$ cat src/rtl/switch_rr_arbiter_pkg.sv
// Shared constants, state encoding and the round-robin winner search
// for the packet-locking stream arbiter.
package switch_rr_arbiter_pkg;

  localparam int SEL_W = 3;
  localparam logic [SEL_W-1:0] SEL_NONE = 3'b111;
  localparam int MAX_INPUTS = 7;

  typedef enum logic [0:0] {
    IDLE   = 1'b0,
    LOCKED = 1'b1
  } state_e;

  typedef struct packed {
    logic             found;
    logic [SEL_W-1:0] idx;
  } rr_result_t;

  // Scans ptr+1, ptr+2, ... modulo n and returns the first valid requester.
  // ptr is always < n, so a single conditional subtract implements the wrap.
  function automatic rr_result_t rr_winner(input logic [7:0]       valid,
                                           input logic [SEL_W-1:0] ptr,
                                           input logic [3:0]       n);
    rr_result_t res;
    logic [3:0] cand;
    res.found = 1'b0;
    res.idx   = SEL_NONE;
    for (int k = 1; k <= MAX_INPUTS; k++) begin
      cand = {1'b0, ptr} + 4'(k);
      if (cand >= n) cand = cand - n;
      if ((4'(k) <= n) && !res.found && valid[cand[2:0]]) begin
        res.found = 1'b1;
        res.idx   = cand[2:0];
      end
    end
    return res;
  endfunction

endpackage

$ cat src/rtl/switch_rr_arbiter_out_reg.sv
// One-entry registered output stage; accepts a new word whenever it is
// empty or the downstream is draining it this cycle.
module switch_rr_arbiter_out_reg #(
  parameter int DATA_WIDTH = 8
) (
  input  logic                  clk,
  input  logic                  rst_n,
  input  logic                  load_i,
  input  logic [DATA_WIDTH-1:0] data_i,
  input  logic                  last_i,
  input  logic                  out_ready_i,
  output logic                  load_en_o,
  output logic [DATA_WIDTH-1:0] data_o,
  output logic                  valid_o,
  output logic                  last_o
);

  logic [DATA_WIDTH-1:0] data_q;
  logic                  valid_q;
  logic                  last_q;

  assign load_en_o = !valid_q || out_ready_i;

  always_ff @(posedge clk) begin
    if (!rst_n) begin
      data_q  <= '0;
      valid_q <= 1'b0;
      last_q  <= 1'b0;
    end else if (load_en_o) begin
      valid_q <= load_i;
      if (load_i) begin
        data_q <= data_i;
        last_q <= last_i;
      end
    end
  end

  assign data_o  = data_q;
  assign valid_o = valid_q;
  assign last_o  = last_q;

endmodule

$ cat src/rtl/switch_rr_arbiter.sv
// Round-robin, packet-locking arbiter driving the shared N:1 mux select and
// a registered output stage.
//
// state  | meaning
// IDLE   | no packet in flight; grant goes to the round-robin winner
// LOCKED | owner_q is mid-packet; only the owner may transfer
module switch_rr_arbiter
  import switch_rr_arbiter_pkg::*;
#(
  parameter int DATA_WIDTH = 8,
  parameter int INPUTS     = 3
) (
  input  logic                         clk,
  input  logic                         rst_n,
  input  logic [INPUTS*DATA_WIDTH-1:0] in_data,
  input  logic [INPUTS-1:0]            in_valid,
  input  logic [INPUTS-1:0]            in_last,
  output logic [INPUTS-1:0]            in_ready,
  output logic [SEL_W-1:0]             sel,
  output logic [DATA_WIDTH-1:0]        out_data,
  output logic                         out_valid,
  output logic                         out_last,
  input  logic                         out_ready
);

  state_e                state_q, state_d;
  logic [SEL_W-1:0]      owner_q, owner_d;
  logic [SEL_W-1:0]      rr_ptr_q, rr_ptr_d;

  logic [7:0]            valid_ext;
  rr_result_t            win;
  logic                  grant_vld;
  logic [SEL_W-1:0]      grant_idx;
  logic [DATA_WIDTH-1:0] sel_data;
  logic                  sel_last;
  logic                  sel_valid;
  logic                  load_en;
  logic                  xfer;

  always_comb begin
    valid_ext             = '0;
    valid_ext[INPUTS-1:0] = in_valid;
  end

  assign win = rr_winner(valid_ext, rr_ptr_q, 4'(INPUTS));

  // While locked the grant sticks to the owner even if it drops valid.
  always_comb begin
    if (state_q == LOCKED) begin
      grant_vld = 1'b1;
      grant_idx = owner_q;
    end else begin
      grant_vld = win.found;
      grant_idx = win.idx;
    end
  end

  always_comb begin
    sel_data = '0;
    sel_last = 1'b0;
    in_ready = '0;
    for (int i = 0; i < INPUTS; i++) begin
      if (grant_vld && (grant_idx == 3'(i))) begin
        sel_data    = in_data[i*DATA_WIDTH +: DATA_WIDTH];
        sel_last    = in_last[i];
        in_ready[i] = load_en;
      end
    end
  end

  assign sel_valid = grant_vld && valid_ext[grant_idx];
  assign xfer      = sel_valid && load_en;
  assign sel       = grant_vld ? grant_idx : SEL_NONE;

  always_comb begin
    state_d  = state_q;
    owner_d  = owner_q;
    rr_ptr_d = rr_ptr_q;
    if (xfer) begin
      if ((state_q == IDLE) && !sel_last) begin
        state_d = LOCKED;
        owner_d = grant_idx;
      end else if (sel_last) begin
        state_d  = IDLE;
        rr_ptr_d = grant_idx;
      end
    end
  end

  always_ff @(posedge clk) begin
    if (!rst_n) begin
      state_q  <= IDLE;
      owner_q  <= '0;
      rr_ptr_q <= 3'(INPUTS - 1);
    end else begin
      state_q  <= state_d;
      owner_q  <= owner_d;
      rr_ptr_q <= rr_ptr_d;
    end
  end

  switch_rr_arbiter_out_reg #(
    .DATA_WIDTH(DATA_WIDTH)
  ) u_out_reg (
    .clk        (clk),
    .rst_n      (rst_n),
    .load_i     (xfer),
    .data_i     (sel_data),
    .last_i     (sel_last),
    .out_ready_i(out_ready),
    .load_en_o  (load_en),
    .data_o     (out_data),
    .valid_o    (out_valid),
    .last_o     (out_last)
  );

endmodule

$ cat config.mk
export PLATFORM = sky130hd
export DESIGN_NAME = switch_rr_arbiter
export DESIGN_NICKNAME = d
export VERILOG_FILES = /design/src/rtl/switch_rr_arbiter_pkg.sv /design/src/rtl/switch_rr_arbiter_out_reg.sv /design/src/rtl/switch_rr_arbiter.sv
export SDC_FILE = /design/constraint.sdc
export NUM_CORES = 1
export LEC_CHECK = 0
export CAP_MARGIN = 20
export CORE_ASPECT_RATIO = 1.5
export CORE_UTILIZATION = 42
export CTS_CLUSTER_DIAMETER = 150
export CTS_CLUSTER_SIZE = 25
export DETAILED_ROUTE_END_ITERATION = 8
export PLACE_DENSITY = 0.7
export SYNTH_ARGS = -nofsm -noshare
export SYNTH_HDL_FRONTEND = slang
export SYNTH_HIERARCHICAL = 1
export SYNTH_SLANG_ARGS = --single-unit
$ cat constraint.sdc
create_clock -name clk -period 5.7 [get_ports clk]
set_input_delay 1.71 -clock clk [delete_from_list [all_inputs] [get_ports clk]]
set_output_delay 1.71 -clock clk [all_outputs]
set_load 0.1 [all_outputs]
==> results.json, run 1 <==
{
  "cell_depth_of_the_worst_hold_path": 2,
  "fillerInstances": 379,
  "cts_post_setup_buffers_inserted": 0,
  "initial_antenna_violation_count": 0,
  "fraction_of_final_layout_cells_with_drive_strength_greater_than_1": 0.2255,
  "ff_latch_area_sq_um": 340.3,
  "final_max_slew_viol_count": 0,
  "worst_ep_arrival_time_ps": 3890,
  "worst_case_headroom_to_the_max_slew_limit": 0.3401,
  "vias": 1805,
  "finalWirelength_microns": 4648,
  "setup.worst_path.end": "in_ready[1]",
  "hpwlAfterDp_microns": 3646,
  "drt_pass1_iterations": 4,
  "final-setup-viol-count": 0,
  "total_area_of_multi_input_combinational_cells_sq_um": 1335,
  "antennaDiodeCount": 0,
  "numPortBuffers": 48,
  "placeableCoreArea_sq_um": 3994,
  "routed_via_density": 5.641,
  "yosysTopAreaCellShare": 0.1932,
  "min_path_type": "flip-flop to flip-flop",
  "critical_path.max_fanout": 7,
  "synthTopCellsByArea": "sky130_fd_sc_hd__dfxtp_1 (19%), sky130_fd_sc_hd__mux2i_1 (8.0%), sky130_fd_sc_hd__nand2_1 (6.6%)",
  "synth-seq-area-share": 0.1932,
  "maxCapViolCount": 0,
  "route.met3.wl_microns": 260,
  "r2r-end": "u_out_reg/data_o[5]",
  "achievable-frequency_mhz": 178.5,
  "r2r_cells": 14,
  "io-pin-count": 49,
  "synth_edf_count": 0,
  "drt-initial-drc-count": 30,
  "rsz0062_at_grt": "yes",
  "pre_cts_ws_ps": -70.24,
  "final.setup_skew_ps": 12.23,
  "yosys.cell_types.count": 64,
  "worst_r2r_setup_slack_ps": 1710,
  "critPathCaptureType": "primary output",
  "fp.dieArea_sq_um": 4463,
  "fin_crit_sh": 0.9829,
  "yosys_most_used_dff": "sky130_fd_sc_hd__dfxtp_1",
  "routabilityCongestion": 0.8709,
  "dieHeight_microns": 81.32,
  "cts_max_level": 1,
  "drc": 0,
  "synth_warnings": 6,
  "fin_crit_ps": 5603,
  "worst_path_most_repeated_cell": "sky130_fd_sc_hd__buf_4",
  "synthToLayoutAreaGrowth_pct": 42.54,
  "regToRegStartpoint": "rr_ptr_q[1]",
  "globalRouteTotalUtil": 0.2317,
  "stdcell_area_sq_um": 2511,
  "timing.critical_path.cells": "clkdlybuf4s50_1, buf_4, nand4_1, nand3_1, a31oi_4, nand2_2, o31a_1, and2_4, buf_4, nor3_4, buf_12",
  "cts.root.buffer_cell": "sky130_fd_sc_hd__clkbuf_8",
  "postSynthRegisterBits": 17,
  "clock_insertion_delay_at_the_later_pin_of_the_skew_report_ps": 260,
  "yosysTopAreaCell": "sky130_fd_sc_hd__dfxtp_1",
  "synthCells": 217,
  "post-route-worst-setup-slack_ps": 97.22,
  "overflow": 0,
  "synthMostInstantiatedCell": "sky130_fd_sc_hd__nand2_1",
  "slowest_stage": "sky130_fd_sc_hd__clkdlybuf4s50_1",
  "final_cell_count_no_fill": 320,
  "initial_core_util": 0.4411,
  "numPlacedInstances": 316,
  "cts.path.max_buffers": 2,
  "worst_setup_path_start_kind": "input port",
  "avgRoutedWirePerCell_microns": 14.53,
  "synth.cell_area_sq_um": 1762,
  "synth_nets": 258,
  "worst_margin_slew_ps": 986.7,
  "critical_path_class": "input port to primary output",
  "net_count_reported_at_finish": 317,
  "synth_common_cells": "sky130_fd_sc_hd__nand2_1 (31), sky130_fd_sc_hd__nor2_1 (18), sky130_fd_sc_hd__dfxtp_1 (17), sky130_fd_sc_hd__mux2i_1 (14), sky130_fd_sc_hd__inv_1 (10)",
  "tritoncts_clock_tree": "yes",
  "cts_buffers": 3,
  "rows": 28,
  "postRouteAntennaNets": 0,
  "worst_setup_startpoint": "in_valid[2]",
  "synth.avg_cell_area_sq_um": 8.118,
  "cts.sink_count": 17,
  "grt_max_degree": 28,
  "first_global_vias": 1743,
  "status": "finished, final reports clean",
  "dr.max_layer_used": "met4",
  "route.met2.wl_microns": 2499,
  "cts.reportedPaths.clkPinSlew_ps": 60,
  "area_post_placement_sq_um": 2452,
  "finalSetupTns_ps": 0,
  "drt-met1-wl_microns": 1809,
  "global_route_wire_length_before_repair_microns": 7714,
  "chip_width_microns": 54.88,
  "synth_async_sr_flop_share": 0,
  "slowest_delay_ps": 410,
  "final_hold_viol_count": 0,
  "required_ps": 3990
}
-- area by class of cell --
| type | count | share of cell area |
|---|---|---|
| clock buffer | 4 | 0.01794 |
| inverter | 11 | 0.01844 |
| multi-input combinational | 175 | 0.5316 |
| sequential | 17 | 0.1355 |
| tap | 45 | 0.02242 |
| timing repair buffer | 68 | 0.2740 |
-- worst min path at each step --
| stage | start | endpoint | slack [ps] |
|---|---|---|---|
| 6_report | u_out_reg/data_o[2] | u_out_reg/data_o[2] | 460 |
| 5_1_grt | u_out_reg/data_o[2] | u_out_reg/data_o[2] | 470 |
| 4_1_cts | u_out_reg/data_o[2] | u_out_reg/data_o[2] | 460 |
| 3_5_place_dp | u_out_reg/data_o[6] | u_out_reg/data_o[6] | 450 |
| 3_3_place_gp | u_out_reg/data_o[0] | u_out_reg/data_o[0] | 440 |
| 2_1_floorplan | owner_q[0] | owner_q[0] | 440 |
-- metal layers --
metal / global-route usage / vias to the layer above
met5: 0 / -
met3: 0.03745 / 8
li1: - / 906
met1: 0.2486 / 822
met2: 0.4386 / 69
met4: 0.06154 / 0
-- metrics by stage --
step                      utilization  hold slack (ps)
after floorplan                     -            438.3
after global placement         0.6140            443.0
after detailed placement       0.6140            448.2
after CTS                      0.6253            460.8
after global routing           0.6288            468.7
final                          0.6288            459.0
-- state kept, by name, summed over array words and instances (netlist names) --
signal,count
rr_ptr_q,3
u_out_reg/data_o,8
u_out_reg/valid_o,1
u_out_reg/last_o,1
state_q,1
owner_q,3
-- layout by cell type (no fill, tap or decap), types with 5 or more instances in the layout --
cell type and n:
sky130_fd_sc_hd__mux2_2 8, sky130_fd_sc_hd__nand2_1 30, sky130_fd_sc_hd__clkdlybuf4s50_1 40, sky130_fd_sc_hd__buf_4 20, sky130_fd_sc_hd__o211ai_1 5, sky130_fd_sc_hd__dfxtp_1 17
sky130_fd_sc_hd__buf_12 6, sky130_fd_sc_hd__ha_1 8, sky130_fd_sc_hd__mux2i_1 14, sky130_fd_sc_hd__nor2_1 18, sky130_fd_sc_hd__nand3_1 5, sky130_fd_sc_hd__a22oi_1 8
sky130_fd_sc_hd__o21ai_0 5, sky130_fd_sc_hd__inv_1 9
-- critical path: cells and delay by family --
kind                   cells  cell delay [ps]
AOI/OAI and AO/OA          2              560
and+or+nand+nor            5              700
buffers and inverters      4              930
-- cell families (layout without fill, tap and decap cells) --
| family | after synthesis | in the layout | synth area share |
|---|---|---|---|
| muxes | 25 | 25 | 0.1499 |
| DFF | 17 | 17 | 0.1932 |
| buffers and inverters | 25 | 83 | 0.07173 |
| AOI/OAI and AO/OA | 54 | 54 | 0.2600 |
| and+or+nand+nor | 82 | 82 | 0.2344 |
| xor gates and xnor gates | 6 | 6 | 0.03409 |
| adders and majority gates | 8 | 8 | 0.05682 |
-- timing repair --
| item | in CTS | in global routing |
|---|---|---|
| resized for setup | 5 | 4 |
| setup endpoints to repair | 3 | 2 |
| pin swaps | 3 | 6 |
| hold buffers | 0 | 0 |
Power of run 1 is not shown: default switching activity piles up to over one toggle a cycle in this logic, so the estimate is an artifact.
==> run 2: changes to the inputs <==
PLACE_DENSITY = 0.72   (was 0.7)
SYNTH_HIERARCHICAL = not set   (was 1)
==> results.json, run 2 <==
{
  "cts.sink_count": 17,
  "yosysTopAreaCell": "sky130_fd_sc_hd__dfxtp_1",
  "grt_max_degree": 26,
  "synth.cell_area_sq_um": 1575,
  "globalRouteTotalUtil": 0.2482,
  "postSynthRegisterBits": 17,
  "rows": 26,
  "yosysTopAreaCellShare": 0.2160,
  "cts_max_level": 1,
  "cts.path.max_buffers": 2,
  "final_hold_viol_count": 0,
  "worst_case_headroom_to_the_max_slew_limit": 0.3292,
  "final-setup-viol-count": 0,
  "vias": 1763,
  "critPathCaptureType": "primary output",
  "io-pin-count": 49,
  "dieHeight_microns": 77.01,
  "drt_pass1_iterations": 5,
  "postRouteAntennaNets": 0,
  "achievable-frequency_mhz": 177.9,
  "first_global_vias": 1868,
  "largest_register_ff_count": 8,
  "synth_common_cells": "sky130_fd_sc_hd__dfxtp_1 (17), sky130_fd_sc_hd__a21oi_1 (16), sky130_fd_sc_hd__nand2_1 (15), sky130_fd_sc_hd__nor2_1 (14), sky130_fd_sc_hd__o21ai_0 (13)",
  "tritoncts_clock_tree": "yes",
  "worst_margin_slew_ps": 1003,
  "antennaDiodeCount": 0,
  "rsz0062_at_grt": "no",
  "fin_crit_sh": 0.9863,
  "finalWirelength_microns": 4680,
  "drt-initial-drc-count": 44,
  "fraction_of_final_layout_cells_with_drive_strength_greater_than_1": 0.2268,
  "cts_buffers": 3,
  "synth_async_sr_flop_share": 0,
  "numPlacedInstances": 303,
  "cts.root.buffer_cell": "sky130_fd_sc_hd__clkbuf_8",
  "cts.reportedPaths.clkPinSlew_ps": 70,
  "routed_via_density": 5.669,
  "maxCapViolCount": 0,
  "worst_ep_arrival_time_ps": 3910,
  "synth_edf_count": 0,
  "min_path_type": "flip-flop to flip-flop",
  "routabilityCongestion": 0.8520,
  "critical_path_class": "input port to primary output",
  "synthMostInstantiatedCell": "sky130_fd_sc_hd__dfxtp_1",
  "synth.avg_cell_area_sq_um": 7.956,
  "fin_crit_ps": 5622,
  "synth_warnings": 0,
  "yosys.cell_types.count": 51,
  "status": "finished, final reports clean",
  "fp.dieArea_sq_um": 4005,
  "synth_nets": 239,
  "numPortBuffers": 48,
  "required_ps": 3990,
  "chip_width_microns": 52.01,
  "synthTopCellsByArea": "sky130_fd_sc_hd__dfxtp_1 (22%), sky130_fd_sc_hd__ha_1 (6.4%), sky130_fd_sc_hd__a21oi_1 (5.1%)",
  "yosys_most_used_dff": "sky130_fd_sc_hd__dfxtp_1",
  "initial_antenna_violation_count": 0,
  "final_cell_count_no_fill": 311,
  "worst_setup_path_start_kind": "input port",
  "clock_insertion_delay_at_the_later_pin_of_the_skew_report_ps": 260,
  "critical_path.max_fanout": 4,
  "final_max_slew_viol_count": 0,
  "placeableCoreArea_sq_um": 3481,
  "synthToLayoutAreaGrowth_pct": 59.01,
  "avgRoutedWirePerCell_microns": 15.05,
  "initial_core_util": 0.4526,
  "synthCells": 198,
  "global_route_wire_length_before_repair_microns": 7707,
  "synth-seq-area-share": 0.2160,
  "mostFrequentLayoutCell": "sky130_fd_sc_hd__clkdlybuf4s50_1",
  "final.setup_skew_ps": 4.057,
  "net_count_reported_at_finish": 311,
  "overflow": 0,
  "final_cell_mix": "sky130_fd_sc_hd__clkdlybuf4s50_1 (40), sky130_fd_sc_hd__buf_4 (28), sky130_fd_sc_hd__dfxtp_1 (17), sky130_fd_sc_hd__a21oi_1 (16)",
  "drc": 0,
  "worst_r2r_setup_slack_ps": 1670,
  "hpwlAfterDp_microns": 3643
}
run 2: cell types whose count changed in the layout (fill, tap and decap cells not counted), sizes merged, moves of 3 or more:
| cell | delta |
|---|---|
| o211ai | -3 |
| o311ai | -3 |
| a2bb2oi | +3 |
| inv | -3 |
| o31ai | +3 |
| buf | +10 |
| nand2 | -17 |
| mux2i | -8 |
| nor2 | -4 |
| o21ai | +8 |
| nand3 | -3 |
| a21oi | +11 |
run 2: worst paths after layout:
path,cells past startpoint,from,endpoint
worst max-delay path,10,in_valid[0],in_ready[1]
worst min-delay path,2,owner_q[1],owner_q[1]
worst max register to register,12,rr_ptr_q[1],rr_ptr_q[2]
worst min register to register,2,owner_q[1],owner_q[1]
run 2: cell type report:
type	instances	area, sq um
well taps	42	52.55
flip-flops and latches	17	340.3
fillers	288	975.9
repair buffers	78	788.3
clock buffers	4	45.04
inverters	9	37.54
multi-input cells	161	1241
run 2: logic make-up (layout without fill, tap and decap cells):
group                      Yosys count  in the layout  synth area share
AOI/OAI and AO/OA                   71             71            0.3272
xor gates and xnor gates             9              9           0.05004
adders and majority gates            8              8           0.06355
buffers and inverters               20             91           0.05401
DFF                                 17             17            0.2160
muxes                               16             16            0.1096
and+or+nand+nor                     57             57            0.1795
run 2: what timing repair did:
item | in CTS | in global routing
hold endpoints to repair | 0 | 0
hold buffers | 0 | 0
buffers inserted | 4 | 0
endpoints found under the setup margin | 5 | 2
pin swaps | 5 | 1
gates resized for setup | 6 | 1
run 2: per-layer routing:
layer,up-vias,share of wire,track usage
met5,-,0,0
met2,48,0.54,0.4551
met3,14,0.036,0.03571
met4,0,0.028,0.09730
met1,823,0.40,0.2699
li1,878,-,-
run 2: critical path, stage by stage:
cell	delay, ps
sky130_fd_sc_hd__dlygate4sd2_1	240
sky130_fd_sc_hd__buf_4	140
sky130_fd_sc_hd__mux2_4	270
sky130_fd_sc_hd__and3_4	180
sky130_fd_sc_hd__a211oi_2	220
sky130_fd_sc_hd__o211ai_1	140
sky130_fd_sc_hd__o41a_1	430
sky130_fd_sc_hd__a2bb2oi_4	200
sky130_fd_sc_hd__and3_4	220
sky130_fd_sc_hd__buf_12	170
run 2: per-stage QoR:
stage | util | TNS [ps] | cell area (sq um) | hold slack (ps) | setup slack [ps]
after floorplan | - | -212.6 | 1642 | 450.7 | -212.6
after global placement | 0.6858 | -201.7 | 2387 | 467.6 | -84.62
after detailed placement | 0.6858 | -605.9 | 2387 | 475.3 | -210.1
after CTS | 0.7175 | 0 | 2497 | 483.9 | 52.85
after global routing | 0.7196 | 0 | 2505 | 513.4 | 1.602
final | 0.7196 | 0 | 2505 | 484.2 | 78.23
Power of run 2 is left out for the same reason.
==> run 3: changes to the inputs <==
CAP_MARGIN = not set   (was 20)
RECOVER_POWER = 100   (was not set)
==> results.json, run 3 (synthesis results as in run 2) <==
{
  "r2r_cells": 13,
  "clock_insertion_delay_at_the_later_pin_of_the_skew_report_ps": 260,
  "initial_antenna_violation_count": 0,
  "tritoncts_clock_tree": "yes",
  "min_path_type": "flip-flop to flip-flop",
  "finalWirelength_microns": 4658,
  "rsz0062_at_grt": "no",
  "vias": 1787,
  "stdcell_area_sq_um": 2462,
  "cell_depth_of_the_worst_hold_path": 2,
  "largest_register_ff_count": 8,
  "grtUsageMet1": 0.2699,
  "regToRegStartpoint": "rr_ptr_q[1]",
  "worst_setup_startpoint": "in_valid[0]",
  "cts.path.max_buffers": 2,
  "worst_r2r_setup_slack_ps": 1240,
  "cts_buffers": 3,
  "drt-initial-drc-count": 41,
  "fillerInstances": 297,
  "placeableCoreArea_sq_um": 3481,
  "fin_crit_sh": 0.9859,
  "slowest_delay_ps": 430,
  "timing.critical_path.max_delay_family": "compound AO/OA/AOI/OAI gates",
  "critPathCaptureType": "primary output",
  "mostFrequentLayoutCell": "sky130_fd_sc_hd__clkdlybuf4s50_1",
  "net_count_reported_at_finish": 311,
  "worst_case_headroom_to_the_max_slew_limit": 0.3225,
  "critical_path_class": "input port to primary output",
  "maxCapViolCount": 0,
  "final_hold_viol_count": 0,
  "globalRouteTotalUtil": 0.2482,
  "worst_setup_path_start_kind": "input port",
  "dieHeight_microns": 77.01,
  "final_cell_mix": "sky130_fd_sc_hd__clkdlybuf4s50_1 (30), sky130_fd_sc_hd__buf_4 (25), sky130_fd_sc_hd__dfxtp_1 (17), sky130_fd_sc_hd__a21oi_1 (16)",
  "global_route_wire_length_before_repair_microns": 7707,
  "io-pin-count": 49,
  "final.hold.worst_slack_ps": 484.3,
  "grt_use_met2": 0.4551,
  "cts.root.buffer_cell": "sky130_fd_sc_hd__clkbuf_8",
  "final_max_slew_viol_count": 0,
  "cts.reportedPaths.clkPinSlew_ps": 70,
  "worst_ep_arrival_time_ps": 3910,
  "grt.busiest_layer": "met2",
  "hold_path_end": "owner_q[1]",
  "area_post_placement_sq_um": 2387,
  "synthToLayoutAreaGrowth_pct": 56.31,
  "timing.critical_path.cells": "dlygate4sd2_1, buf_4, mux2_4, and3_4, a211oi_2, o211ai_1, o41a_1, a2bb2oi_4, and3_4, buf_12",
  "fraction_of_final_layout_cells_with_drive_strength_greater_than_1": 0.2119,
  "required_ps": 3990,
  "antennaDiodeCount": 0,
  "worst_margin_slew_ps": 1013,
  "achievable-frequency_mhz": 177.9,
  "rows": 26,
  "final-setup-viol-count": 0,
  "overflow": 0,
  "r2r-end": "rr_ptr_q[1]",
  "status": "finished, final reports clean",
  "cts_max_level": 1,
  "grtUsageMet3": 0.03571,
  "drc": 0,
  "first_global_vias": 1868,
  "numPortBuffers": 48,
  "fp.dieArea_sq_um": 4005,
  "cp.buffers_inverters": 3,
  "chip_width_microns": 52.01,
  "initial_core_util": 0.4526,
  "drt_pass1_iterations": 5,
  "slowest_stage": "sky130_fd_sc_hd__o41a_1",
  "critical_path.max_fanout": 4,
  "final.setup_skew_ps": 4.019,
  "worst_hold_startpoint": "owner_q[1]",
  "fin_crit_ps": 5620,
  "avgRoutedWirePerCell_microns": 14.98,
  "postRouteAntennaNets": 0,
  "grt_max_degree": 26,
  "routabilityCongestion": 0.8520,
  "worst_path_most_repeated_cell": "sky130_fd_sc_hd__and3_4",
  "cts.sink_count": 17,
  "final_core_utilization": 0.7074,
  "hpwlAfterDp_microns": 3643,
  "routed_via_density": 5.746
}
-- run 3: worst register-to-register path, cell delays in order (launching register included) --
cell	delay (ps)
sky130_fd_sc_hd__dfxtp_1	540
sky130_fd_sc_hd__inv_1	210
sky130_fd_sc_hd__ha_1	620
sky130_fd_sc_hd__mux2_4	360
sky130_fd_sc_hd__and3_4	180
sky130_fd_sc_hd__a211oi_2	220
sky130_fd_sc_hd__o211ai_1	140
sky130_fd_sc_hd__o41a_1	430
sky130_fd_sc_hd__a2bb2oi_4	190
sky130_fd_sc_hd__clkbuf_1	410
sky130_fd_sc_hd__o22ai_1	130
sky130_fd_sc_hd__clkbuf_1	430
sky130_fd_sc_hd__a311oi_1	390
sky130_fd_sc_hd__a31oi_1	70
-- run 3: how the worst max path moves through the flow --
stage / endpoint / slack, ps / depth (start not counted)
after floorplan: in_ready[0] / -210 / 8
after CTS: in_ready[1] / 50 / 8
after detailed placement: in_ready[0] / -210 / 10
final: in_ready[1] / 80 / 10
after global placement: in_ready[0] / -80 / 10
after global routing: in_ready[1] / 4 / 10
-- run 3: layout make-up --
type                       instances  area (sq um)  area share
multi-input combinational        161          1237      0.5025
timing repair buffer              78         749.5      0.3044
sequential                        17         340.3      0.1382
inverter                           9         37.54     0.01524
tap                               42         52.55     0.02134
clock buffer                       4         45.04     0.01829
-- run 3: timing repair --
| action | CTS | global route |
|---|---|---|
| hold buffers | 0 | 0 |
| setup endpoints to repair | 5 | 2 |
| endpoints found under the hold margin | 0 | 0 |
| resized for setup | 6 | 1 |
| pin swaps | 5 | 1 |
| buffers inserted | 4 | 0 |
-- run 3: metrics by stage --
step                      setup WS, ps  TNS (ps)  cells
after floorplan                 -212.6    -212.6    198
after global placement          -84.62    -201.7    303
after detailed placement        -210.1    -605.9    303
after CTS                        52.85         0    311
after global routing             4.056         0    311
final                            80.41         0    311
-- run 3: metal layers --
metal	vias up	routed length, microns
met5	-	0
met4	0	123
met3	15	183
met2	53	2538
met1	841	1812
li1	878	-
Power of run 3 is left out for the same reason.
